[config.mk]
export PLATFORM = sky130hd
export DESIGN_NAME = ex_forward_ctrl_flat
export DESIGN_NICKNAME = d
export VERILOG_FILES = /design/src/rtl/ex_forward_ctrl_pkg.sv /design/src/rtl/ex_forward_ctrl_if.sv /design/src/rtl/ex_forward_ctrl_fwd_operand_sel.sv /design/src/rtl/ex_forward_ctrl.sv /design/src/flat_wrapper.sv
export SDC_FILE = /design/constraint.sdc
export NUM_CORES = 1
export LEC_CHECK = 0
export ABC_AREA = 1
export BUFFER_PORTS_ARGS = -buffer_cell sky130_fd_sc_hd__buf_2
export CAP_MARGIN = 10
export CORE_MARGIN = 3
export CORE_UTILIZATION = 54
export CTS_BUF_LIST = sky130_fd_sc_hd__clkbuf_8
export DETAILED_ROUTE_END_ITERATION = 10
export GPL_TIMING_DRIVEN = 0
export PLACE_DENSITY = 0.86
export SLEW_MARGIN = 40
export SYNTH_ARGS = -nofsm -noshare
export SYNTH_HDL_FRONTEND = slang
export SYNTH_SLANG_ARGS = --single-unit
[constraint.sdc]
create_clock -name clk -period 1.75 [get_ports clk]
set_input_delay 0.175 -clock clk [delete_from_list [all_inputs] [get_ports clk]]
set_output_delay 0.175 -clock clk [all_outputs]
set_load 0.01 [all_outputs]
[src/rtl/ex_forward_ctrl_pkg.sv]
// riscv_pkg: shared operand-select encodings and register index width for the EX forwarding logic
package riscv_pkg;
  localparam int REG_W = 5;
  localparam logic [1:0] FWD_RF    = 2'b00;
  localparam logic [1:0] FWD_EXMEM = 2'b01;
  localparam logic [1:0] FWD_MEMWB = 2'b10;
  localparam logic [1:0] FWD_ALT   = 2'b11;
endpackage

[src/rtl/ex_forward_ctrl_if.sv]
// ex_forward_ctrl_if: ID-stage decode info and flush in, stall and EX operand selects out
interface ex_forward_ctrl_if import riscv_pkg::*; #(parameter int REG_W = riscv_pkg::REG_W);
  logic             id_valid;
  logic [REG_W-1:0] id_rs1;
  logic [REG_W-1:0] id_rs2;
  logic             id_use_rs1;
  logic             id_use_rs2;
  logic [REG_W-1:0] id_rd;
  logic             id_reg_write;
  logic             id_mem_read;
  logic             id_a_pc;
  logic             id_b_imm;
  logic             ex_flush;
  logic             stall;
  logic [1:0]       fwd_a_sel;
  logic [1:0]       fwd_b_sel;
  logic             ex_valid;
  modport master (
    output id_valid, id_rs1, id_rs2, id_use_rs1, id_use_rs2, id_rd, id_reg_write, id_mem_read,
           id_a_pc, id_b_imm, ex_flush,
    input  stall, fwd_a_sel, fwd_b_sel, ex_valid
  );
  modport slave (
    input  id_valid, id_rs1, id_rs2, id_use_rs1, id_use_rs2, id_rd, id_reg_write, id_mem_read,
           id_a_pc, id_b_imm, ex_flush,
    output stall, fwd_a_sel, fwd_b_sel, ex_valid
  );
endinterface

[src/rtl/ex_forward_ctrl_fwd_operand_sel.sv]
// fwd_operand_sel: 2-bit operand mux select for one EX source; forwarding paths only with FWD_PATH_EN
module fwd_operand_sel import riscv_pkg::*; #(parameter int REG_W = riscv_pkg::REG_W) (
  input  logic             ex_valid,
  input  logic [REG_W-1:0] rs,
  input  logic             use_rs,
  input  logic             alt,
  input  logic             exm_valid,
  input  logic             exm_we,
  input  logic [REG_W-1:0] exm_rd,
  input  logic             mwb_valid,
  input  logic             mwb_we,
  input  logic [REG_W-1:0] mwb_rd,
  output logic [1:0]       sel
);
`ifdef FWD_PATH_EN
  logic hit_exm, hit_mwb;
  assign hit_exm = exm_valid & exm_we & (|exm_rd) & (exm_rd == rs) & use_rs;
  assign hit_mwb = mwb_valid & mwb_we & (|mwb_rd) & (mwb_rd == rs) & use_rs;
  always_comb sel = !ex_valid ? FWD_RF : alt ? FWD_ALT : hit_exm ? FWD_EXMEM : hit_mwb ? FWD_MEMWB : FWD_RF;
`else
  logic unused_fwd;
  assign unused_fwd = ^{rs, use_rs, exm_valid, exm_we, exm_rd, mwb_valid, mwb_we, mwb_rd};
  always_comb sel = !ex_valid ? FWD_RF : alt ? FWD_ALT : FWD_RF;
`endif
endmodule

[src/rtl/ex_forward_ctrl.sv]
// ex_forward_ctrl: EX/MEM/WB destination tracking, operand forwarding selects and load-use stall.
// FWD_PATH_EN enables forwarding; without it every RAW hazard on EX/MEM stalls instead.
module ex_forward_ctrl import riscv_pkg::*; #(parameter int REG_W = riscv_pkg::REG_W) (
  input logic clk,
  input logic rst,
  ex_forward_ctrl_if.slave bus
);
  typedef struct packed {
    logic             valid;
    logic [REG_W-1:0] rs1;
    logic [REG_W-1:0] rs2;
    logic             use_rs1;
    logic             use_rs2;
    logic [REG_W-1:0] rd;
    logic             reg_write;
    logic             mem_read;
    logic             a_pc;
    logic             b_imm;
  } idex_t;
  typedef struct packed {
    logic             valid;
    logic [REG_W-1:0] rd;
    logic             reg_write;
    logic             mem_read;
  } exm_t;
  typedef struct packed {
    logic             valid;
    logic [REG_W-1:0] rd;
    logic             reg_write;
  } mwb_t;
  idex_t idex_q, idex_d;
  exm_t  exm_q, exm_d;
  mwb_t  mwb_q, mwb_d;
  logic  stall, hit_idex, hit_exm, unused_q;
  assign hit_idex = (|idex_q.rd) & ((bus.id_use_rs1 & (bus.id_rs1 == idex_q.rd)) | (bus.id_use_rs2 & (bus.id_rs2 == idex_q.rd)));
  assign hit_exm  = (|exm_q.rd)  & ((bus.id_use_rs1 & (bus.id_rs1 == exm_q.rd))  | (bus.id_use_rs2 & (bus.id_rs2 == exm_q.rd)));
`ifdef FWD_PATH_EN
  assign stall = bus.id_valid & ~bus.ex_flush & idex_q.valid & idex_q.mem_read & hit_idex;
`else
  assign stall = bus.id_valid & ~bus.ex_flush &
                 ((idex_q.valid & idex_q.reg_write & hit_idex) | (exm_q.valid & exm_q.reg_write & hit_exm));
`endif
  assign unused_q = exm_q.mem_read;
  always_comb begin
    idex_d = '{valid: bus.id_valid & ~stall & ~bus.ex_flush, rs1: bus.id_rs1, rs2: bus.id_rs2,
               use_rs1: bus.id_use_rs1, use_rs2: bus.id_use_rs2, rd: bus.id_rd,
               reg_write: bus.id_reg_write, mem_read: bus.id_mem_read, a_pc: bus.id_a_pc, b_imm: bus.id_b_imm};
    exm_d  = '{valid: idex_q.valid & ~bus.ex_flush, rd: idex_q.rd, reg_write: idex_q.reg_write, mem_read: idex_q.mem_read};
    mwb_d  = '{valid: exm_q.valid, rd: exm_q.rd, reg_write: exm_q.reg_write};
  end
  always_ff @(posedge clk or posedge rst) begin
    if (rst) begin
      idex_q <= '0;
      exm_q  <= '0;
      mwb_q  <= '0;
    end else begin
      idex_q <= idex_d;
      exm_q  <= exm_d;
      mwb_q  <= mwb_d;
    end
  end
  fwd_operand_sel #(.REG_W(REG_W)) u_sel_a (
    .ex_valid(idex_q.valid), .rs(idex_q.rs1), .use_rs(idex_q.use_rs1), .alt(idex_q.a_pc),
    .exm_valid(exm_q.valid), .exm_we(exm_q.reg_write), .exm_rd(exm_q.rd),
    .mwb_valid(mwb_q.valid), .mwb_we(mwb_q.reg_write), .mwb_rd(mwb_q.rd), .sel(bus.fwd_a_sel)
  );
  fwd_operand_sel #(.REG_W(REG_W)) u_sel_b (
    .ex_valid(idex_q.valid), .rs(idex_q.rs2), .use_rs(idex_q.use_rs2), .alt(idex_q.b_imm),
    .exm_valid(exm_q.valid), .exm_we(exm_q.reg_write), .exm_rd(exm_q.rd),
    .mwb_valid(mwb_q.valid), .mwb_we(mwb_q.reg_write), .mwb_rd(mwb_q.rd), .sel(bus.fwd_b_sel)
  );
  assign bus.stall    = stall;
  assign bus.ex_valid = idex_q.valid;
endmodule

[src/flat_wrapper.sv]
// flat-port wrapper written by rule: the top's interface ports become plain ports
module ex_forward_ctrl_flat import riscv_pkg::*;
#(parameter int REG_W = riscv_pkg::REG_W)
  (clk, rst, bus_id_valid, bus_id_rs1, bus_id_rs2, bus_id_use_rs1, bus_id_use_rs2, bus_id_rd, bus_id_reg_write, bus_id_mem_read, bus_id_a_pc, bus_id_b_imm, bus_ex_flush, bus_stall, bus_fwd_a_sel, bus_fwd_b_sel, bus_ex_valid);
  ex_forward_ctrl_if #(.REG_W(REG_W)) bus_i ();
  input logic clk;
  input logic rst;
  input wire logic [$bits(bus_i.id_valid)-1:0] bus_id_valid;
  input wire logic [$bits(bus_i.id_rs1)-1:0] bus_id_rs1;
  input wire logic [$bits(bus_i.id_rs2)-1:0] bus_id_rs2;
  input wire logic [$bits(bus_i.id_use_rs1)-1:0] bus_id_use_rs1;
  input wire logic [$bits(bus_i.id_use_rs2)-1:0] bus_id_use_rs2;
  input wire logic [$bits(bus_i.id_rd)-1:0] bus_id_rd;
  input wire logic [$bits(bus_i.id_reg_write)-1:0] bus_id_reg_write;
  input wire logic [$bits(bus_i.id_mem_read)-1:0] bus_id_mem_read;
  input wire logic [$bits(bus_i.id_a_pc)-1:0] bus_id_a_pc;
  input wire logic [$bits(bus_i.id_b_imm)-1:0] bus_id_b_imm;
  input wire logic [$bits(bus_i.ex_flush)-1:0] bus_ex_flush;
  output wire logic [$bits(bus_i.stall)-1:0] bus_stall;
  output wire logic [$bits(bus_i.fwd_a_sel)-1:0] bus_fwd_a_sel;
  output wire logic [$bits(bus_i.fwd_b_sel)-1:0] bus_fwd_b_sel;
  output wire logic [$bits(bus_i.ex_valid)-1:0] bus_ex_valid;
  assign bus_i.id_valid = bus_id_valid;
  assign bus_i.id_rs1 = bus_id_rs1;
  assign bus_i.id_rs2 = bus_id_rs2;
  assign bus_i.id_use_rs1 = bus_id_use_rs1;
  assign bus_i.id_use_rs2 = bus_id_use_rs2;
  assign bus_i.id_rd = bus_id_rd;
  assign bus_i.id_reg_write = bus_id_reg_write;
  assign bus_i.id_mem_read = bus_id_mem_read;
  assign bus_i.id_a_pc = bus_id_a_pc;
  assign bus_i.id_b_imm = bus_id_b_imm;
  assign bus_i.ex_flush = bus_ex_flush;
  assign bus_stall = bus_i.stall;
  assign bus_fwd_a_sel = bus_i.fwd_a_sel;
  assign bus_fwd_b_sel = bus_i.fwd_b_sel;
  assign bus_ex_valid = bus_i.ex_valid;
  ex_forward_ctrl #(.REG_W(REG_W)) u_core (.clk(clk), .rst(rst), .bus(bus_i));
endmodule
==> out/metrics.yaml <==
status: "finished with violations"
violations: "hold timing"
clockBufferDepth: 2
peakVddDrop_mv: 0.708
fmax_mhz: 625
finalHoldViolations: 16
final_cell_mix: "nand2_1 (60), buf_2 (29), inv_1 (23)"
power.density_nw_per_um2: 730
htreeDepth: 1
cts_made_buffers: 3
drv_cap: 0
portBuffers: 29
vias: 906
multi_input_area_sq_um: 362
power_leakage_nw: 0.715
cp-end-kind: "output pin"
avgSynthCellArea_sq_um: 6.48
seqCellArea_sq_um: 400
place_congestion: 0.834
diodes: 0
cts_num_sinks: 16
finalCritPeriodShare_pct: 91.5
ys_ff_latch: 16
critical_path_arrival_ns: 1.43
max_slew_margin_pct: 62.9
worstMarginPinSlew_ns: 0.556
cts_hold_buffers: 0
crit_fanout: 4
cpPeakStageDelay_ns: 0.40
wl_per_cell_um: 10.8
whs_ns: -0.0185
synth_nets: 160
final_common_cell: "nand2_1"
die_area_sq_um: 2140
cp_cell_sequence: "inv_1, nand2_1, o21ai_0, nor2_1, nand3_1, nand2_1, nand2_1, a21oi_2, buf_2"
grt_overflow_total: 0
synthCells: 135
slew_viol_final: 0
grt_setup_unrepaired: "no"
crit_start: "u_core.exm_d[3]"
critPathKind: "flop to output pin"
die_w_um: 46.2
clock_latency_ns: 0.24
area_delta_synth_final_pct: 23.5
tns_ns: 0
rows: 13
post_cts_resize_count: 0
grtUsageTotal_pct: 22.3
ys.warnings.count: 0
vias_per_cell: 4.98
grt_pass1_vias: 862
syn-cell-area_sq_um: 875
slowest_stage: "dfrtp_1"
placed_cell_area_sq_um: 1040
drc: 0
start_util_pct: 61.8
nFillCells: 112
antenna_left: 0
synth_cell_type_count: 10
skew_ns: 0.00345
final_cells: 182
grt_pass1_wl_mm: 3.37
die_h_um: 46.2
required_ns: 1.57
start_kind: "flop"
final_area_sq_um: 1080
clkTransAtPathRegs_ns: 0.06
dp.cells: 179
cts_setup_buffers: 0
wl_mm: 1.96
drive_above_1_share_pct: 22.8
yosysSeqAreaShare_pct: 45.8
antenna_found_initial: 0
setup_viol: 0
hp-class: "input port to async pin"
reg2reg_from: "u_core.exm_d[3]"
cts_tree: "yes"
grt_max_degree: 17
first_iter_violations: 32
fin_crit_ns: 1.60
core-area_sq_um: 1420
fin_nets: 194
pin_count: 31
cts-root-buf: "clkbuf_8"
critPathMostFrequentCell: "nand2_1"
first_pass_iters: 4
dp_hpwl_mm: 1.55
## cell families after synthesis
| kind of cell | share of synthesized area (%) |
|---|---|
| compound gates | 2.15 |
| buf+inv | 12.9 |
| flops | 45.8 |
| simple gates | 39.2 |
## routing by layer
layer | part of all wire (%) | global-route usage, % | up-vias
li1 | - | - | 457
met4 | 1.2 | 6.25 | 0
met1 | 39 | 25.3 | 399
met2 | 51 | 40.7 | 48
met5 | 0 | 0 | -
met3 | 8.5 | 5.47 | 2
## through the flow
| step | utilization [%] | total power [W] | setup WS, ns |
|---|---|---|---|
| floorplan | - | 0.000480 | 0.625 |
| global placement | 73.4 | 0.000528 | 0.464 |
| detailed placement | 73.4 | 0.000534 | 0.424 |
| CTS | 76.3 | 0.000791 | 0.148 |
| global route | 76.3 | 0.000827 | 0.0215 |
| finish | 76.3 | 0.000788 | 0.149 |
## Yosys cell counts
master   number  area share [%]
o21ai_0       2             1.1
a21oi_2       1             1.0
nand2_1      60              26
nand4_1       2             1.4
inv_1        23             9.9
nor2_1       20             8.6
dfrtp_1      16              46
nand3_1       6             3.4
buf_4         2             1.7
inv_2         3             1.3
## path summary, 6_finish.rpt
kind | slack [ns] | depth (start not counted) | to
worst max-delay path | 0.15 | 9 | bus_stall
worst min-delay path | -0.02 | 2 | u_core.exm_q[5]
worst max register to register | 0.58 | 9 | u_core.bus.ex_valid
worst min register to register | 0.38 | 0 | u_core.exm_q[5]
max in group asynchronous | 1.40 | 2 | u_core.exm_d[5]
min in group clk | 0.04 | 1 | u_core.idex_q[1]
## flip-flops by register name (all words and copies together) (netlist names)
signal	cells
u_core.exm_d	6
u_core.exm_q	7
u_core.bus.ex_valid	1
u_core.idex_q	2
## layout make-up
type / instances / share of cell area (%)
Tap cell: 15 / 1.74
Inverter: 26 / 9.04
Clock buffer: 3 / 3.82
Buffer: 2 / 1.39
Sequential cell: 16 / 37.1
Multi-Input combinational cell: 91 / 33.5
Timing Repair Buffer: 29 / 13.4
## worst max-delay path, delay by kind of cell (launching register included)
family | cells | cell delay, ns
compound gates | 2 | 0.20
buf+inv | 2 | 0.23
flops | 1 | 0.40
simple gates | 5 | 0.37
## power breakdown
group	leakage (nW)	internal, W	switching [W]
registers	0.189	0.000389	0.0000159
logic	0.504	0.0000517	0.0000739
clock network	0.0216	0.000152	0.000105
Power figures use the tool's default switching activity.
